**src/rtl/inv_dir_arbiter_if.sv**
```systemverilog
// Client/unit handshake bundle for inv_dir_arbiter. Vectors are three packed
// Q(COMP_W) components {x, y, z}, x in the most significant slot.
interface inv_dir_arbiter_if #(
  parameter int unsigned NUM_REQ = 4,
  parameter int unsigned COMP_W  = 32
);
  localparam int unsigned VEC_W = 3 * COMP_W;

  logic [NUM_REQ-1:0]            req;
  logic [NUM_REQ-1:0][VEC_W-1:0] req_v;
  logic [NUM_REQ-1:0]            done;
  logic [NUM_REQ-1:0]            error;
  logic [VEC_W-1:0]              result;
  logic                          busy;
  logic                          inv_strobe;
  logic [VEC_W-1:0]              inv_v;
  logic                          inv_valid;
  logic [VEC_W-1:0]              inv_ov;

  // Arbiter side
  modport slave (
    input  req, req_v, inv_valid, inv_ov,
    output done, error, result, busy, inv_strobe, inv_v
  );

  // Clients plus inverse unit side
  modport master (
    output req, req_v, inv_valid, inv_ov,
    input  done, error, result, busy, inv_strobe, inv_v
  );
endinterface

```
**src/rtl/inv_dir_arbiter.sv**
```systemverilog
// Round-robin scheduler sharing one Fixed3 inverse-direction unit among NUM_REQ clients.
// Optional watchdog enabled by defining INV_ARB_TIMEOUT_EN.
module inv_dir_arbiter #(
  parameter int unsigned NUM_REQ        = 4,
  parameter int unsigned TIMEOUT_CYCLES = 64,
  parameter int unsigned COMP_W         = 32
) (
  input logic              clk,
  input logic              resetn,
  inv_dir_arbiter_if.slave bus
);

  localparam int unsigned VEC_W = 3 * COMP_W;
  localparam int unsigned ID_W  = (NUM_REQ > 1) ? $clog2(NUM_REQ) : 1;

  typedef enum logic [1:0] {StIdle, StIssue, StWait, StRespond} state_e;

  state_e            state_q, state_d;
  logic [ID_W-1:0]   grant_q, grant_d;
  logic [ID_W-1:0]   last_grant_q, last_grant_d;
  logic [VEC_W-1:0]  inv_v_q, inv_v_d;
  logic [VEC_W-1:0]  result_q, result_d;
  logic [ID_W-1:0]   pick_id, scan_id;
  logic              pick_found;
  logic              strobe;
  logic              wdog_expire;
  logic [NUM_REQ-1:0] done_vec;

  // Rotating-priority search starting just above the last served client.
  always_comb begin
    pick_found = 1'b0;
    pick_id    = '0;
    scan_id    = '0;
    for (int unsigned i = 1; i <= NUM_REQ; i++) begin
      scan_id = ID_W'((32'(last_grant_q) + i) % NUM_REQ);
      if (!pick_found && bus.req[scan_id]) begin
        pick_found = 1'b1;
        pick_id    = scan_id;
      end
    end
  end

  always_comb begin
    state_d      = state_q;
    grant_d      = grant_q;
    last_grant_d = last_grant_q;
    inv_v_d      = inv_v_q;
    result_d     = result_q;
    strobe       = 1'b0;
    unique case (state_q)
      StIdle: begin
        if (pick_found) begin
          grant_d = pick_id;
          inv_v_d = bus.req_v[pick_id];
          state_d = StIssue;
        end
      end
      StIssue: begin
        strobe  = 1'b1;
        state_d = StWait;
      end
      StWait: begin
        if (bus.inv_valid) begin
          result_d = bus.inv_ov;
          state_d  = StRespond;
        end else if (wdog_expire) begin
          result_d = '0;
          state_d  = StRespond;
        end
      end
      StRespond: begin
        last_grant_d = grant_q;
        state_d      = StIdle;
      end
      default: state_d = StIdle;
    endcase
  end

  always_ff @(posedge clk or negedge resetn) begin
    if (!resetn) begin
      state_q      <= StIdle;
      grant_q      <= '0;
      last_grant_q <= ID_W'(NUM_REQ - 1);
      inv_v_q      <= '0;
      result_q     <= '0;
    end else begin
      state_q      <= state_d;
      grant_q      <= grant_d;
      last_grant_q <= last_grant_d;
      inv_v_q      <= inv_v_d;
      result_q     <= result_d;
    end
  end

  always_comb begin
    done_vec = '0;
    if (state_q == StRespond) begin
      done_vec[grant_q] = 1'b1;
    end
  end

`ifdef INV_ARB_TIMEOUT_EN
  logic [7:0] wdog_q, wdog_d;
  logic       timed_out_q, timed_out_d;

  // Expires on the WAIT cycle in which the count would reach TIMEOUT_CYCLES.
  assign wdog_expire = (state_q == StWait) && (wdog_q == 8'(TIMEOUT_CYCLES - 1));

  always_comb begin
    wdog_d      = wdog_q;
    timed_out_d = timed_out_q;
    if (state_q == StIssue) begin
      wdog_d = '0;
    end else if (state_q == StWait) begin
      wdog_d = wdog_q + 8'd1;
    end
    // A coincident inv_valid takes precedence over the watchdog.
    if (wdog_expire && !bus.inv_valid) begin
      timed_out_d = 1'b1;
    end else if (state_q == StRespond) begin
      timed_out_d = 1'b0;
    end
  end

  always_ff @(posedge clk or negedge resetn) begin
    if (!resetn) begin
      wdog_q      <= '0;
      timed_out_q <= 1'b0;
    end else begin
      wdog_q      <= wdog_d;
      timed_out_q <= timed_out_d;
    end
  end

  assign bus.error = done_vec & {NUM_REQ{timed_out_q}};
`else
  assign wdog_expire = 1'b0;
  assign bus.error   = '0;
`endif

  assign bus.done       = done_vec;
  assign bus.result     = result_q;
  assign bus.inv_v      = inv_v_q;
  assign bus.inv_strobe = strobe;
  assign bus.busy       = (state_q != StIdle);

  param_range_a: assert property (@(posedge clk)
    (NUM_REQ >= 2) && (NUM_REQ <= 8) && (TIMEOUT_CYCLES >= 2) && (TIMEOUT_CYCLES <= 255));

endmodule

```
**src/flat_wrapper.sv**
```systemverilog
// flat-port wrapper written by rule: the top's interface ports become plain ports
module inv_dir_arbiter_flat 
#(
  parameter int unsigned NUM_REQ        = 4,
  parameter int unsigned TIMEOUT_CYCLES = 64,
  parameter int unsigned COMP_W         = 32
)
  (clk, resetn, bus_req, bus_req_v, bus_inv_valid, bus_inv_ov, bus_done, bus_error, bus_result, bus_busy, bus_inv_strobe, bus_inv_v);
  inv_dir_arbiter_if #(.NUM_REQ(NUM_REQ), .COMP_W(COMP_W)) bus_i ();
  input logic clk;
  input logic resetn;
  input wire logic [$bits(bus_i.req)-1:0] bus_req;
  input wire logic [$bits(bus_i.req_v)-1:0] bus_req_v;
  input wire logic [$bits(bus_i.inv_valid)-1:0] bus_inv_valid;
  input wire logic [$bits(bus_i.inv_ov)-1:0] bus_inv_ov;
  output wire logic [$bits(bus_i.done)-1:0] bus_done;
  output wire logic [$bits(bus_i.error)-1:0] bus_error;
  output wire logic [$bits(bus_i.result)-1:0] bus_result;
  output wire logic [$bits(bus_i.busy)-1:0] bus_busy;
  output wire logic [$bits(bus_i.inv_strobe)-1:0] bus_inv_strobe;
  output wire logic [$bits(bus_i.inv_v)-1:0] bus_inv_v;
  assign bus_i.req = bus_req;
  assign bus_i.req_v = bus_req_v;
  assign bus_i.inv_valid = bus_inv_valid;
  assign bus_i.inv_ov = bus_inv_ov;
  assign bus_done = bus_i.done;
  assign bus_error = bus_i.error;
  assign bus_result = bus_i.result;
  assign bus_busy = bus_i.busy;
  assign bus_inv_strobe = bus_i.inv_strobe;
  assign bus_inv_v = bus_i.inv_v;
  inv_dir_arbiter #(.NUM_REQ(NUM_REQ), .TIMEOUT_CYCLES(TIMEOUT_CYCLES), .COMP_W(COMP_W)) u_core (.clk(clk), .resetn(resetn), .bus(bus_i));
endmodule
```
**config.mk**
```make
export PLATFORM = sky130hd
export DESIGN_NAME = inv_dir_arbiter_flat
export DESIGN_NICKNAME = d
export VERILOG_FILES = /design/src/rtl/inv_dir_arbiter_if.sv /design/src/rtl/inv_dir_arbiter.sv /design/src/flat_wrapper.sv
export SDC_FILE = /design/constraint.sdc
export NUM_CORES = 1
export LEC_CHECK = 0
export ABC_AREA = 1
export CAP_MARGIN = 20
export CORE_AREA = 2 2 270 272
export DETAILED_ROUTE_END_ITERATION = 10
export DIE_AREA = 0 0 272 274
export DONT_BUFFER_PORTS = 1
export PLACE_DENSITY = 0.3
export SLEW_MARGIN = 10
export SYNTH_ARGS = -nofsm -noshare
export SYNTH_HDL_FRONTEND = slang
export SYNTH_SLANG_ARGS = --single-unit
```
**constraint.sdc**
```tcl
create_clock -name clk -period 2.2 [get_ports clk]
set_input_delay 0.44 -clock clk [delete_from_list [all_inputs] [get_ports clk]]
set_output_delay 0.44 -clock clk [all_outputs]
set_load 0.02 [all_outputs]
```
# Word level (Yosys, flattened, before mapping)
# Cells that the tools add are included.
[totals]
regBits = 198
[classes]
n_addsub = 4
magnitude_cmp = 7
reduce_logical = 12
n_mux = 25
n_eq_ne = 5
[ops]
columns = ["operator", "count"]
rows = [
  ["96-bit binary-select mux with 2-bit select", 1],
  ["96-bit 2-to-1 mux", 1],
  ["2-bit by 3-bit < comparator with 1-bit output, second input constant", 6],
  ["2-bit 2-to-1 mux", 6],
  ["1-bit 2-to-1 mux", 10],
  ["1-bit binary-select mux with 2-bit select", 4],
  ["2-bit one-hot mux with 4 select lines", 1],
  ["2-bit AND reduction", 3],
  ["2-bit by 1-bit adder with 2-bit output, second input constant", 2],
  ["2-bit adder, second input constant", 2],
  ["2-bit == test, second input constant", 2],
  ["1-bit logical AND", 4],
  ["4-bit 2-to-1 mux", 1],
  ["1-bit logical NOT", 3],
  ["1-bit demux with 2-bit select", 1],
  ["2-bit by 1-bit == test with 1-bit output, second input constant", 1],
  ["2-bit by 1-bit greater-or-equal comparator with 1-bit output, second input constant", 1],
  ["2-bit logical NOT", 1],
  ["2-bit by 1-bit != test with 1-bit output, second input constant", 1],
  ["2-bit != test, second input constant", 1],
  ["2-bit nonzero test", 1],
]

# Logic depth before layout (Yosys ltp)
[logic_depth]
depth_word = 15
depth_mapped = 18
ltp_nobuf = 15

# Worst setup path before layout
# No wires, ideal clock.
[synth_timing]
path_kind = "register to register"
from = "register u_core.last_grant_q[0]"
to = "register u_core.inv_v_q[31], in the netlist u_core.bus.inv_v[31]"
setup_slack_ns = 0.205
path_buffers = 3
stages_incl_launch_ff = 17
arrival_time_ns = 1.878
period_less_slack_ns = 1.995
t_required_ns = 2.083
cell_sequence = "dfstp_2 -> buf_4 -> inv_6 -> nand2_1 -> nand2_1 -> nand2_1 -> nand2_2 -> nor2_2 -> nand3_2 -> nand2_2 -> buf_2 -> buf_2 -> nand3_1 -> nand3_1 -> nand2_1 -> nand2_1 -> nand2_1"
[synth_between]
elab_chain_len = 15
elab_cells_between_ends = 29
[synth_rtl]
columns = ["element", "line_no", "source"]
rows = [
  ["from (decl)", "inv_dir_arbiter.sv:20", "logic [ID_W-1:0] last_grant_q, last_grant_d;"],
  ["from (signal assigned)", "inv_dir_arbiter.sv:83", "last_grant_q <= ID_W'(NUM_REQ - 1);"],
  ["from (signal assigned)", "inv_dir_arbiter.sv:89", "last_grant_q <= last_grant_d;"],
  ["2-bit by 1-bit adder with 2-bit output", "inv_dir_arbiter.sv:35", "scan_id = ID_W'((32'(last_grant_q) + i) % NUM_REQ);"],
  ["1-bit binary-select mux with 2-bit select", "inv_dir_arbiter.sv:36", "if (!pick_found && bus.req[scan_id]) begin"],
  ["1-bit 2-to-1 mux (not written as such)", "inv_dir_arbiter.sv:36", ""],
  ["1-bit 2-to-1 mux", "inv_dir_arbiter.sv:36", ""],
  ["1-bit logical NOT", "inv_dir_arbiter.sv:36", ""],
  ["1-bit logical AND", "inv_dir_arbiter.sv:36", ""],
  ["1-bit 2-to-1 mux", "inv_dir_arbiter.sv:36", ""],
  ["1-bit logical NOT", "inv_dir_arbiter.sv:36", ""],
  ["1-bit logical AND", "inv_dir_arbiter.sv:36", ""],
  ["1-bit 2-to-1 mux", "inv_dir_arbiter.sv:36", ""],
  ["1-bit logical NOT", "inv_dir_arbiter.sv:36", ""],
  ["1-bit logical AND", "inv_dir_arbiter.sv:36", ""],
  ["2-bit 2-to-1 mux", "inv_dir_arbiter.sv:36", ""],
  ["96-bit binary-select mux with 2-bit select", "inv_dir_arbiter.sv:54", "inv_v_d = bus.req_v[pick_id];"],
  ["96-bit 2-to-1 mux (not written as such)", "inv_dir_arbiter.sv:54", ""],
  ["to (signal assigned)", "inv_dir_arbiter.sv:90", "inv_v_q <= inv_v_d;"],
  ["to (decl)", "inv_dir_arbiter.sv:21", "logic [VEC_W-1:0] inv_v_q, inv_v_d;"],
]
# Several ways; a longest one is shown, not always the timed one. The select of a mux whose other input is x is not followed.
# A chain may end at the register's enable or synchronous reset.

# Worst setup path after layout
[layout_timing]
from = "register u_core.last_grant_q[0]"
to = "register u_core.inv_v_q[15], in the netlist u_core.bus.inv_v[15]"
# The elaborated chain is that of the path after synthesis.

==> flow_summary.json <==
{
  "synth-compound-area-share": 0.00414,
  "drive_gt1_frac": 0.300,
  "area_growth_pct": 42.0,
  "cts.sinks": 198,
  "cp_cell_sequence": "buf_12 -> nand2_4 -> nand2_4 -> nand2_2 -> nand2_2 -> buf_6 -> inv_4 -> nand3_4 -> nand2_8 -> buf_12 -> buf_16 -> buf_12 -> buf_8 -> nand3_1 -> nand3_2 -> nand2_1 -> nand2_1 -> nand2_1",
  "ys_warn_count": 0,
  "placed_cell_area_um2": 14400,
  "cp_data_arrival_time_ns": 2.79,
  "routed_via_density": 4.24,
  "layout_commonest_cell": "nand2_1",
  "slowest_stage": "dfstp_2",
  "cts_max_path_buffers": 2,
  "violations": "hold timing, setup timing",
  "die-area_um2": 74500,
  "grt_start_max_net_pins": 199,
  "route.vias.total": 12300,
  "clk_latency_ns": 0.50,
  "cts_tree": "done",
  "io_pins": 689,
  "path_clk_slew_ns": 0.10,
  "grt_remaining_overflow": 0,
  "finalHoldViolations": 198,
  "cap_viol_max_count": 0,
  "path_delay_family": "buffers and inverters",
  "synth.yosys.seq_area_share": 0.390,
  "detailedRoute.firstPassIterationCount": 4,
  "p_per_area_nw_per_um2": 2300,
  "grt_first_pass_wirelength_um": 85200,
  "mostFrequentLayoutCells": "nand2_1, inv_1, nand3_1",
  "fin_ws_ns": -0.156,
  "hp-class": "in -> async",
  "synth_xor_area_frac": 0,
  "status": "complete, but fails checks",
  "yosys.area_share.simple": 0.344,
  "period_minus_slack_ns": 2.36,
  "netlist_instances": 1845,
  "yosysUniqueCellTypes": 25,
  "cp-start-kind": "flip-flop",
  "ys_seq_elements": 198,
  "antenna_found_initial": 1,
  "root_buffer": "clkbuf_16",
  "cp_num_buf_inv": 7,
  "fin_setup_tns_ns": -7.56,
  "cpPeakStageDelay_ns": 0.60,
  "final_nets": 2428,
  "cp-end-kind": "flip-flop",
  "p_leak_nw": 9.80,
  "first_global_vias": 12500,
  "whs_ns": -0.371,
  "synth_area_um2": 12700,
  "fp.dieH_um": 274,
  "wl_per_cell_um": 22.6,
  "routabilityCongestion": 0.853,
  "synth_top_family_by_area": "simple AND/OR/NAND/NOR gates",
  "ant_nets": 0,
  "fp.dieW_um": 272,
  "muxShareOfSynthArea": 0.0851,
  "dpl.hpwl_um": 41800,
  "rsz0062_at_grt": "yes",
  "tightest_slew_ns": 0.519,
  "setup_viol": 95,
  "grt_usage": 0.156,
  "clock.fmax_mhz": 424,
  "slew_viol_final": 0,
  "synth_fa_ha_area_frac": 0.00493,
  "critPathMaxFanout": 8,
  "start_util": 0.176,
  "htreeDepth": 4,
  "fillers": 7968,
  "cts_inserted_buffers": 17,
  "worstPathRequired_ns": 2.64,
  "final_area_um2": 18000,
  "drt_wl_total_um": 65600,
  "antenna_cells": 0,
  "synth.avg_cell_area_um2": 6.88,
  "slew_headroom": 0.654,
  "path_class": "reg -> reg",
  "io_buffer_count": 0,
  "drcViolationCount": 0,
  "drt_iter0_markers": 614,
  "coreArea_um2": 72000,
  "ir_worst_vdd_v": 0.000893,
  "fin_crit_sh": 1.07,
  "rows": 99,
  "fin_skew_ns": 0.0178
}
## final timing paths
| check | start | to | slack [ns] | cells past startpoint |
|---|---|---|---|---|
| max in group asynchronous | resetn | u_core.bus.inv_v[25]$_DFFE_PN0P_ | 2.10 | 0 |
| worst max-delay path | u_core.last_grant_q[0]$_DFFE_PN1P_ | u_core.bus.inv_v[15]$_DFFE_PN0P_ | -0.16 | 18 |
| worst max register to register | u_core.last_grant_q[0]$_DFFE_PN1P_ | u_core.bus.inv_v[15]$_DFFE_PN0P_ | -0.16 | 18 |
| min in group clk | bus_inv_ov[23] | u_core.bus.result[23]$_DFFE_PN0P_ | 0.08 | 1 |
| worst min register to register | u_core.grant_q[1]$_DFFE_PN0P_ | u_core.grant_q[1]$_DFFE_PN0P_ | 0.56 | 2 |
| worst min-delay path | resetn | u_core.bus.result[12]$_DFFE_PN0P_ | -0.37 | 0 |
## layer usage
metal,up-vias,GRT usage,share of wire
li1,5767,-,-
met1,6068,0.186,0.42
met2,407,0.270,0.50
met3,89,0.0404,0.053
met4,0,0.0580,0.031
met5,-,0,0
## synthesized netlist by cell type
cell | count | area (um2)
dfrtp_1 | 196 | 4900
a21oi_1 | 1 | 5.00
buf_1 | 12 | 45.0
ha_1 | 5 | 62.6
buf_4 | 13 | 97.6
mux2_2 | 96 | 1080
buf_2 | 66 | 330
a21oi_4 | 1 | 16.3
nor2_1 | 7 | 26.3
nand3_2 | 1 | 10.0
inv_2 | 4 | 15.0
conb_1 | 1 | 3.75
inv_1 | 390 | 1460
nand2_1 | 616 | 2310
o22ai_1 | 1 | 6.26
o21ai_0 | 5 | 25.0
nand3_1 | 389 | 1950
nor2_2 | 1 | 6.26
nand4_1 | 1 | 6.26
buf_6 | 15 | 169
inv_6 | 1 | 8.76
nor2_4 | 1 | 11.3
nand2_2 | 7 | 43.8
clkbuf_1 | 13 | 48.8
dfstp_2 | 2 | 52.6
## metrics by stage
stage	power, mW	cells	util	setup WS [ns]
finish	41.5	2908	0.251	-0.156
floorplan	20.5	1848	-	0.205
global route	44.5	2908	0.251	-0.276
detailed placement	27.6	2791	0.201	-0.236
CTS	38.0	2875	0.231	-0.117
global placement	27.7	2791	0.201	-0.245
## cell type report
class	instances	area (um2)	share of cell area
Multi-Input combinational cell	1136	6770	0.375
Sequential cell	198	4960	0.275
Timing Repair Buffer	188	3010	0.167
Inverter	395	1500	0.0831
Tap cell	959	1200	0.0666
Clock buffer	18	429	0.0238
Clock inverter	14	173	0.00958
## sequential cells by signal, indices dropped and copies added, names as in the netlist
register and count:
u_core.last_grant_q 2, u_core.grant_q 2, u_core.bus.result 96, u_core.bus.inv_v 96
u_core.state_q 2
## worst register-to-register path: stages, from the launching register on
cell and delay, ns:
dfstp_2 0.60, buf_12 0.15, nand2_4 0.06, nand2_4 0.08
nand2_2 0.06, nand2_2 0.08, buf_6 0.10, inv_4 0.03
nand3_4 0.10, nand2_8 0.08, buf_12 0.15, buf_16 0.16
buf_12 0.15, buf_8 0.13, nand3_1 0.09, nand3_2 0.08
nand2_1 0.08, nand2_1 0.05, nand2_1 0.07
## cells by family after synthesis
logic type / Yosys count
AO/OA/AOI/OAI: 8
adder cells (fa/ha/maj): 5
buffers and inverters: 514
flip-flops: 198
multiplexers: 96
other: 1
AND/OR/NAND/NOR: 1023
## what timing repair did
item	4_1_cts	5_1_grt
pin swaps	44	84
endpoints found under the hold margin	198	198
cloned	23	24
resized for setup	158	205
endpoints found under the setup margin	100	98
setup buffers	29	12
## report_power, final
part	internal, mW	total [mW]	switching (mW)
sequential	5.50	9.38	3.88
clock	1.55	3.44	1.89
combinational	13.5	28.7	15.2
total	20.5	41.5	21.0
(Power assumes the default switching activity.)
